`config.mk`:
```
export PLATFORM = sky130hd
export DESIGN_NAME = issue_scheduler
export DESIGN_NICKNAME = d
export VERILOG_FILES = /design/src/rtl/issue_scheduler.sv
export SDC_FILE = /design/constraint.sdc
export NUM_CORES = 2
export LEC_CHECK = 0
export ABC_AREA = 1
export BUFFER_PORTS_ARGS = -buffer_cell sky130_fd_sc_hd__buf_4
export CORE_ASPECT_RATIO = 0.5
export CORE_UTILIZATION = 40
export CTS_CLUSTER_SIZE = 25
export DETAILED_ROUTE_END_ITERATION = 8
export SLEW_MARGIN = 20
export SYNTH_ARGS = -nofsm -noshare
export SYNTH_HDL_FRONTEND = slang
export SYNTH_SLANG_ARGS = --single-unit
export TNS_END_PERCENT = 1
```
`constraint.sdc`:
```
create_clock -name clk -period 3.08 [get_ports clk]
set_input_delay 0.462 -clock clk [delete_from_list [all_inputs] [get_ports clk]]
set_output_delay 0.462 -clock clk [all_outputs]
set_load 0.01 [all_outputs]
```
`src/rtl/issue_scheduler.sv`:
```
// Out-of-order issue queue: age-matrix oldest-ready select with tag-broadcast wakeup,
// feeding a single held output register toward register read.
module issue_scheduler #(
    parameter int ENTRIES   = 8,
    parameter int PREG_W    = 6,
    parameter int NUM_WB    = 4,
    parameter int PAYLOAD_W = 32
) (
    input  logic                       clk,
    input  logic                       rst,
    input  logic                       flush,
    input  logic                       disp_valid,
    output logic                       disp_ready,
    input  logic [PREG_W-1:0]          disp_src1,
    input  logic [PREG_W-1:0]          disp_src2,
    input  logic                       disp_src1_rdy,
    input  logic                       disp_src2_rdy,
    input  logic [PREG_W-1:0]          disp_dst,
    input  logic [PAYLOAD_W-1:0]       disp_payload,
    input  logic [NUM_WB-1:0]          wake_valid,
    input  logic [NUM_WB*PREG_W-1:0]   wake_tag,
    output logic                       sel_valid,
    input  logic                       sel_ready,
    output logic [PREG_W-1:0]          sel_src1,
    output logic [PREG_W-1:0]          sel_src2,
    output logic [PREG_W-1:0]          sel_dst,
    output logic [PAYLOAD_W-1:0]       sel_payload,
    output logic [$clog2(ENTRIES):0]   occupancy
);
    localparam int IDX_W = $clog2(ENTRIES);
    localparam int CNT_W = IDX_W + 1;

    logic [ENTRIES-1:0]   valid_q, s1_rdy_q, s2_rdy_q, eligible, blocked;
    logic [PREG_W-1:0]    src1_q    [ENTRIES];
    logic [PREG_W-1:0]    src2_q    [ENTRIES];
    logic [PREG_W-1:0]    dst_q     [ENTRIES];
    logic [PAYLOAD_W-1:0] payload_q [ENTRIES];
    logic [ENTRIES-1:0]   age_q     [ENTRIES];
    logic [IDX_W-1:0]     alloc_idx, pick_idx;
    logic                 pick_found, alloc, load;

    function automatic logic tag_hit(input logic [PREG_W-1:0] tag,
                                     input logic [NUM_WB-1:0] wv,
                                     input logic [NUM_WB*PREG_W-1:0] wt);
        logic hit;
        hit = 1'b0;
        for (int k = 0; k < NUM_WB; k++)
            if (wv[k] && (wt[k*PREG_W +: PREG_W] == tag)) hit = 1'b1;
        return hit;
    endfunction

    assign eligible   = valid_q & s1_rdy_q & s2_rdy_q;
    assign disp_ready = (occupancy < CNT_W'(ENTRIES));
    assign alloc      = disp_valid & disp_ready & ~flush;
    assign load       = pick_found & (~sel_valid | sel_ready) & ~flush;

    always_comb begin
        alloc_idx = '0;
        for (int i = ENTRIES - 1; i >= 0; i--)
            if (!valid_q[i]) alloc_idx = IDX_W'(i);
    end

    // age_q[j][i] set means j is older than i; an entry is blocked by any older eligible one
    always_comb begin
        blocked = '0;
        for (int i = 0; i < ENTRIES; i++)
            for (int j = 0; j < ENTRIES; j++)
                if (eligible[j] && age_q[j][i]) blocked[i] = 1'b1;
    end

    always_comb begin
        pick_found = 1'b0;
        pick_idx   = '0;
        for (int i = 0; i < ENTRIES; i++)
            if (eligible[i] && !blocked[i]) begin
                pick_found = 1'b1;
                pick_idx   = IDX_W'(i);
            end
    end

    always_ff @(posedge clk or negedge rst) begin
        if (!rst) begin
            valid_q  <= '0;
            s1_rdy_q <= '0;
            s2_rdy_q <= '0;
            for (int i = 0; i < ENTRIES; i++) begin
                src1_q[i]    <= '0;
                src2_q[i]    <= '0;
                dst_q[i]     <= '0;
                payload_q[i] <= '0;
                age_q[i]     <= '0;
            end
        end else begin
            for (int i = 0; i < ENTRIES; i++)
                if (valid_q[i]) begin
                    if (tag_hit(src1_q[i], wake_valid, wake_tag)) s1_rdy_q[i] <= 1'b1;
                    if (tag_hit(src2_q[i], wake_valid, wake_tag)) s2_rdy_q[i] <= 1'b1;
                end
            if (flush) begin
                valid_q <= '0;
            end else begin
                if (load) valid_q[pick_idx] <= 1'b0;
                if (alloc) begin
                    valid_q[alloc_idx]   <= 1'b1;
                    src1_q[alloc_idx]    <= disp_src1;
                    src2_q[alloc_idx]    <= disp_src2;
                    dst_q[alloc_idx]     <= disp_dst;
                    payload_q[alloc_idx] <= disp_payload;
                    s1_rdy_q[alloc_idx]  <= disp_src1_rdy | tag_hit(disp_src1, wake_valid, wake_tag);
                    s2_rdy_q[alloc_idx]  <= disp_src2_rdy | tag_hit(disp_src2, wake_valid, wake_tag);
                    age_q[alloc_idx]     <= '0;
                    for (int j = 0; j < ENTRIES; j++)
                        age_q[j][alloc_idx] <= valid_q[j];
                end
            end
        end
    end

    always_ff @(posedge clk or negedge rst) begin
        if (!rst) begin
            sel_valid   <= 1'b0;
            sel_src1    <= '0;
            sel_src2    <= '0;
            sel_dst     <= '0;
            sel_payload <= '0;
            occupancy   <= '0;
        end else if (flush) begin
            sel_valid <= 1'b0;
            occupancy <= '0;
        end else begin
            occupancy <= occupancy + CNT_W'(alloc) - CNT_W'(load);
            if (load) begin
                sel_valid   <= 1'b1;
                sel_src1    <= src1_q[pick_idx];
                sel_src2    <= src2_q[pick_idx];
                sel_dst     <= dst_q[pick_idx];
                sel_payload <= payload_q[pick_idx];
            end else if (sel_ready) begin
                sel_valid <= 1'b0;
            end
        end
    end
endmodule
```
# Word level (Yosys, flattened, before mapping)
# Index checks and enable logic that the tools add are counted.
dict set report totals {
  regBits 543
  input_bits 85
  output_inout_bits 56
  elab_cells 566
}
dict set report classes {
  add_sub_neg 2
  n_lt_le_gt_ge 8
  eq_ne 72
  mux 259
  n_bitwise 18
  reduce_logical 158
}
# operator n
set ops {}
lappend ops {{$eq 6x6->1} 72}
lappend ops {{$bwmux 256} 1}
lappend ops {{$mux 1} 202}
lappend ops {{$logic_and 1x1->1} 147}
lappend ops {{$bwmux 48} 3}
lappend ops {{$bmux 32 s3} 1}
lappend ops {{$demux 32 s3} 1}
lappend ops {{$mux 32} 3}
lappend ops {{$bwmux 8} 10}
lappend ops {{$mux 8} 9}
lappend ops {{$and 64x64->64} 1}
lappend ops {{$not 64->64} 1}
lappend ops {{$bmux 6 s3} 3}
lappend ops {{$mux 3} 14}
lappend ops {{$mux 6} 7}
lappend ops {{$and 8x8->8} 3}
lappend ops {{$demux 8 s3} 1}
lappend ops {{$demux 6 s3} 1}
lappend ops {{$ge 4x4->1 const B} 2}
lappend ops {{$logic_not 1->1} 8}
lappend ops {{$lt 3x4->1 const B} 2}
lappend ops {{$not 3->4} 2}
lappend ops {{$not 8->8} 1}
lappend ops {{$or 8x8->8} 1}
lappend ops {{12 further kinds} 21}

# Logic depth before layout (Yosys ltp)
dict set report depth {
  ltp_word 31
  depth_mapped 19
  ltp_nobuf 18
}

# Least setup slack after synthesis
# OpenSTA, ideal clock, no wires.
dict set report synth_timing {
  kind {reg-to-reg}
  startpoint {register valid_q[0]}
  endpoint {register occupancy[2]}
  setup_time_ps 132
  t_arrival_ps 2677
  required_ps 2948
  slack_ps 271
  stages_incl_launch_ff 18
  path_buffers 2
  period_less_slack_ps 2809
  path_cell_list {dfrtp_1 -> buf_2 -> nand3_1 -> o21ai_0 -> nor2_1 -> nand2_1 -> nand2_1 -> nor2_2 -> nand3_1 -> nand2_2 -> inv_2 -> buf_2 -> ha_1 -> inv_1 -> ha_1 -> fa_1 -> xnor2_1 -> nor2_1}
}
dict set report synth_between {
  elab_chain_cells 25
  word_cells_on_any_way 102
  classes_between {add/sub: 1; mux: 73; bitwise: 4; reduce/logical: 24}
}
# element line_no
set synth_lines {}
lappend synth_lines {{start: declaration} 33} ;# logic [ENTRIES-1:0] valid_q, s1_rdy_q, s2_rdy_q, eligible, blocked;
lappend synth_lines {{start signal: assignment} 83} ;# valid_q <= '0;
lappend synth_lines {{start signal: assignment} 100} ;# valid_q <= '0;
lappend synth_lines {{start signal: indexed assignment} 102} ;# if (load) valid_q[pick_idx] <= 1'b0;
lappend synth_lines {{$and 8x8->8 * (2 in a row)} 52} ;# assign eligible = valid_q & s1_rdy_q & s2_rdy_q;
lappend synth_lines {{$logic_and 1x1->1} 68} ;# if (eligible[j] && age_q[j][i]) blocked[i] = 1'b1;
lappend synth_lines {{$mux 1 (8 in a row)} 68}
lappend synth_lines {{$logic_not 1->1} 75} ;# if (eligible[i] && !blocked[i]) begin
lappend synth_lines {{$logic_and 1x1->1} 75}
lappend synth_lines {{$mux 1 (7 in a row)} 75}
lappend synth_lines {{$mux 1 *} 75}
lappend synth_lines {{$and 1x1->1 * (2 in a row)} 55} ;# assign load = pick_found & (~sel_valid | sel_ready) & ~flush;
lappend synth_lines {{$sub 4x1->4 *} 131} ;# occupancy <= occupancy + CNT_W'(alloc) - CNT_W'(load);
lappend synth_lines {{$mux 4 *} 127} ;# end else if (flush) begin
lappend synth_lines {{end signal: assignment} 131}
lappend synth_lines {{end: declaration} 28} ;# output logic [$clog2(ENTRIES):0] occupancy
# Every way passes the cells marked *; elsewhere a longest branch is shown, timed or not.
# A chain may end at the register's enable or synchronous reset.

# Final worst setup path
dict set report layout_timing {
  startpoint {register s1_rdy_q[0]}
  endpoint {register sel_dst[4]}
}
dict set report layout_between {
  elab_chain_cells 24
  word_cells_on_any_way 112
  classes_between {mux: 82; bitwise: 5; reduce/logical: 25}
}
# element line_no
set layout_lines {}
lappend layout_lines {{start: declaration} 33}
lappend layout_lines {{start signal: indexed assignment} 109} ;# s1_rdy_q[alloc_idx] <= disp_src1_rdy | tag_hit(disp_src1, wake_valid, wake_tag);
lappend layout_lines {{$and 8x8->8 * (2 in a row)} 52}
lappend layout_lines {{$logic_and 1x1->1} 68}
lappend layout_lines {{$mux 1 (8 in a row)} 68}
lappend layout_lines {{$logic_not 1->1} 75}
lappend layout_lines {{$logic_and 1x1->1} 75}
lappend layout_lines {{$mux 1} 75}
lappend layout_lines {{$mux 3 / $mux 1 (equally long branches) (6 in a row)} 75}
lappend layout_lines {{$not 3->4 (not written as such) / $mux 1 (equally long branches)} {136, 75}}
lappend layout_lines {{$bmux 6 s3 / $and 1x1->1 (equally long branches)} {136, 55}}
lappend layout_lines {{$mux 6 (not written as such) / $and 1x1->1 (equally long branches)} {136, 55}}
lappend layout_lines {{$mux 6 (not written as such) / $reduce_and 2->1 (equally long branches)} --}
lappend layout_lines {{end signal: assignment} 136} ;# sel_dst <= dst_q[pick_idx];
lappend layout_lines {{end: declaration} 26} ;# output logic [PREG_W-1:0] sel_dst,
# Every way passes the cells marked *; elsewhere a longest branch is shown, timed or not. The select of a mux whose other input is x is not followed.

==> results.md <==
* R2R Setup Slk at 0.16 ns
* Crit-path cells: nand3_1 -> nor2_1 -> a21oi_1 -> nand4_4 -> buf_12 -> buf_4 -> nand3_1 -> nand3_1 -> nand2_1 -> nand2_1 -> a21oi_1
* GRT Total Usage at just over 30%
* Avg WL per Cell at between 20 and 25 um
* Static leakage at ~16 nW
* Fill count at between 7000 and 8000
* CTS root buf: clkbuf_16
* CP startpoint: s1_rdy_q[0]
* Sw power at 6.86 mW
* CTS Sinks at approximately 540
* Post-synth cell types at between 40 and 50
* Final HPWL DP at roughly 77 mm
* CP required at 3.62 ns
* Critical Path End: sel_dst[4]
* Congestion Overflow GR at 0
* Later-pin clock latency in the skew report at 0.68 ns
* Total CTS buffers at 54
* Levels on crit path at 11
* Die X-Extent at ~400 um
* R2r worst-path depth at 11
* Max Fclk at approximately 0.34 GHz
* Setup TNS at 0 ns
* 1st-iter DRT viols at ~4300
* Slowest stage cell, crit path: buf_12
* Tmin final at a little under 3 ns
* Core box area at about 76000 sq um
* PD cells at 593 nW/um^2
* CTS tree: done
* # DRC at 0
* Vias in the first global route at 29300
* Status: finished clean
* RePlAce Congestion at just over 1
* Flop pwr share at 43.6%
* Post-synth net total at roughly 4300
* Row count at slightly above 70
* Critical Path Sink Type: flop
* Post-Synth Adder-Cell Area at 0.227%
* Post-CTS setup buffers at 0
* Antenna violations before repair at 1
* Overall die area at just under 80000 sq um
* Maxcap violations at 0
* Worst reg2reg startpoint: s1_rdy_q[0]
* Slew HR at 32.9%
* Simple-gate share of the synthesized area at between 20% and 30%
* Place WS at roughly 0.23 ns
* Synth warnings at 0
* Worst EP arrival at 3.46 ns
* Cells after synthesis at approximately 4200
* Layout Nets at ~4300
* H-tree depth at 2
* Sequential share of the synthesized area at 44.0%
* Worst-path clk slew at 0.07 ns
* Largest family of logic cells by synthesized area: simple AND/OR/NAND/NOR gates
* DR pass1 iterations at 9
* Share of layout cells above drive strength 1 at about a tenth
* Initial Utilization at 40.8%
* Die height at approximately 200 um
* Worst flop-to-flop path endpoint: sel_dst[4]
* Critical Setup Path Class: flop to flop
* Final setup fails at 0
* Boundary Pins at between 100 and 150
* Nature of the critical path startpoint: flop
* Mux cell area share after synthesis at 0%
* Most common cell after layout, fill and taps aside: nand2_1
* Worst hold path type: primary input to flop
* Area growth syn-to-layout at 14.2%
* P_int at between 10 and 15 mW
* Hold Crit Start: disp_payload[16]
* Maximum clock path buffer count at 3
* Top delay family on crit path: buffers and inverters
* Switching part of the total at around 33%
* Via Count at roughly 31000
* Slowest stage delay, CP at slightly below 0.6 ns
* Post-layout worst setup margin at about 0.16 ns
* Logic pwr share at between 20% and 30%
* CP dominant cell by count: nand3_1
* Final Hold Vio Count at 0
* Antenna-violating nets left at 0
* Vias per cell at 5.88
* Crit share post-route at 94.8%
* Final Max Slew Viols at 0
* Clock power share at between 30% and 40%
* Compound-Gate Fraction of Synth Area at between 10% and 20%
* IR drop worst, VDD at a little over 400 uV
* First-pass GRT wire length at 184 mm
* Largest net degree at the start of global routing at 162
* Most frequent cells in the layout: 1008 x nand2_1, 543 x dfrtp_1, 538 x inv_1, 488 x o21ai_0, 430 x nand3_1
* IO Port Bufs at 140
* Slew @ Worst Pin at 1.01 ns
* XOR/XNOR share of the synthesized area at 1.93%
* Final wirelength at ~120 mm
* Syn_area_per_cell at between 7 and 8 sq um
* Critical path peak fanout at around 160
* Buf+Inv Stages, Crit Path at 2
* Final Skew at between 0.03 and 0.04 ns
* Yosys reg bits at approximately 540
* RSZ-0062 raised after global routing: no
* Cell Area, Synth at around 31000 sq um
==> registers in the layout (all words and copies together) (netlist names), named ones only <==
| signal | count |
|---|---|
| sel_dst | 6 |
| sel_payload | 32 |
| sel_src1 | 6 |
| valid_q | 8 |
| age_q | 56 |
| sel_valid | 1 |
| occupancy | 4 |
| s1_rdy_q | 8 |
| payload_q | 256 |
| s2_rdy_q | 8 |
| sel_src2 | 6 |
| src2_q | 48 |
| dst_q | 48 |
| src1_q | 48 |
==> synthesized netlist by cell type (all sizes together) <==
cell type	count	area, sq um
o22ai	181	1130
or2	2	12.5
xnor2	37	324
a21oi	123	616
a221oi	38	333
nand4	32	206
a41oi	2	17.5
nand2	1011	3800
o211ai	22	165
nor3	21	110
o32ai	3	26.3
xor2	31	272
a21o	1	7.51
a32oi	3	26.3
buf	181	908
dfrtp	543	13600
o31ai	7	52.6
o2bb2ai	1	8.76
a2111oi	18	158
nor4	29	181
fa	1	20.0
inv	553	2080
o41ai	2	17.5
o21ai	501	2510
nor2	221	877
ha	4	50.1
o2111ai	30	263
nand3	435	2200
a22oi	2	15.0
a211oi	3	22.5
clkinv	7	26.3
a31oi	7	58.8
a2111o	1	11.3
o221ai	18	158
clkbuf	159	597
==> power groups by stage <==
stage | Clock (mW) | Combinational (mW) | Sequential [mW]
finish | 7.20 | 4.59 | 9.10
global route | 7.59 | 5.05 | 9.19
CTS | 7.30 | 4.52 | 9.08
detailed placement | 0 | 4.50 | 9.20
global placement | 0 | 4.45 | 9.19
floorplan | 0 | 2.57 | 8.99
==> worst min-delay path: stages <==
cell and delay, ns:
buf_4 0.13, nand2_1 0.05, o21ai_0 0.06
==> metal layers <==
| metal | track usage [%] | part of all wire, % | vias up |
|---|---|---|---|
| met3 | 6.83 | 11 | 449 |
| met1 | 42.4 | 42 | 14900 |
| met5 | 0 | 0 | - |
| met2 | 46.7 | 43 | 1876 |
| li1 | - | - | 13900 |
| met4 | 13.5 | 5.0 | 0 |
==> kinds of logic (layout without fill, tap and decap cells) <==
logic type / count (synthesis) / in the layout
buf+inv: 900 / 946
fa+ha+maj: 5 / 5
simple gates: 1751 / 1751
other cells: 0 / 1
xor+xnor: 68 / 68
compound gates: 963 / 963
flops: 543 / 543
==> layout make-up <==
| class | count | area, sq um | area share, % |
|---|---|---|---|
| antenna | 1 | 2.50 | 0.00710 |
| clock buffer | 75 | 1490 | 4.23 |
| clock inverter | 24 | 382 | 1.08 |
| inverter | 560 | 2100 | 5.97 |
| multi-input combinational | 2787 | 13700 | 38.9 |
| sequential | 543 | 13600 | 38.6 |
| tap | 1022 | 1280 | 3.63 |
| timing repair buffer | 287 | 2670 | 7.57 |
==> timing repair <==
item	in CTS	in global routing
setup endpoints to repair	0	5
resized for setup	0	1
hold buffers	1	0
hold endpoints to repair	62	0
==> stage by stage <==
step / cell area (sq um) / std cells / total power [mW] / hold slack (ns) / utilization, %
floorplan: 30800 / 4230 / 11.6 / 0.166 / -
global placement: 33300 / 5197 / 13.6 / 0.469 / 44.0
detailed placement: 33300 / 5197 / 13.7 / 0.466 / 44.0
CTS: 35200 / 5297 / 20.9 / 0.0328 / 46.5
global route: 35200 / 5299 / 21.8 / 0.0459 / 46.5
finish: 35200 / 5299 / 20.9 / 0.0660 / 46.5
==> how the worst min path moves through the flow <==
stage | to | slack (ns) | depth (start not counted)
after floorplan | async pin | 0.17 | 0
after global placement | flop | 0.47 | 2
after detailed placement | age_q[58] | 0.47 | 2
after CTS | occupancy[2] | 0.03 | 2
after global routing | occupancy[1] | 0.05 | 2
final | payload_q[240] | 0.07 | 3
Power figures use the tool's default switching activity.
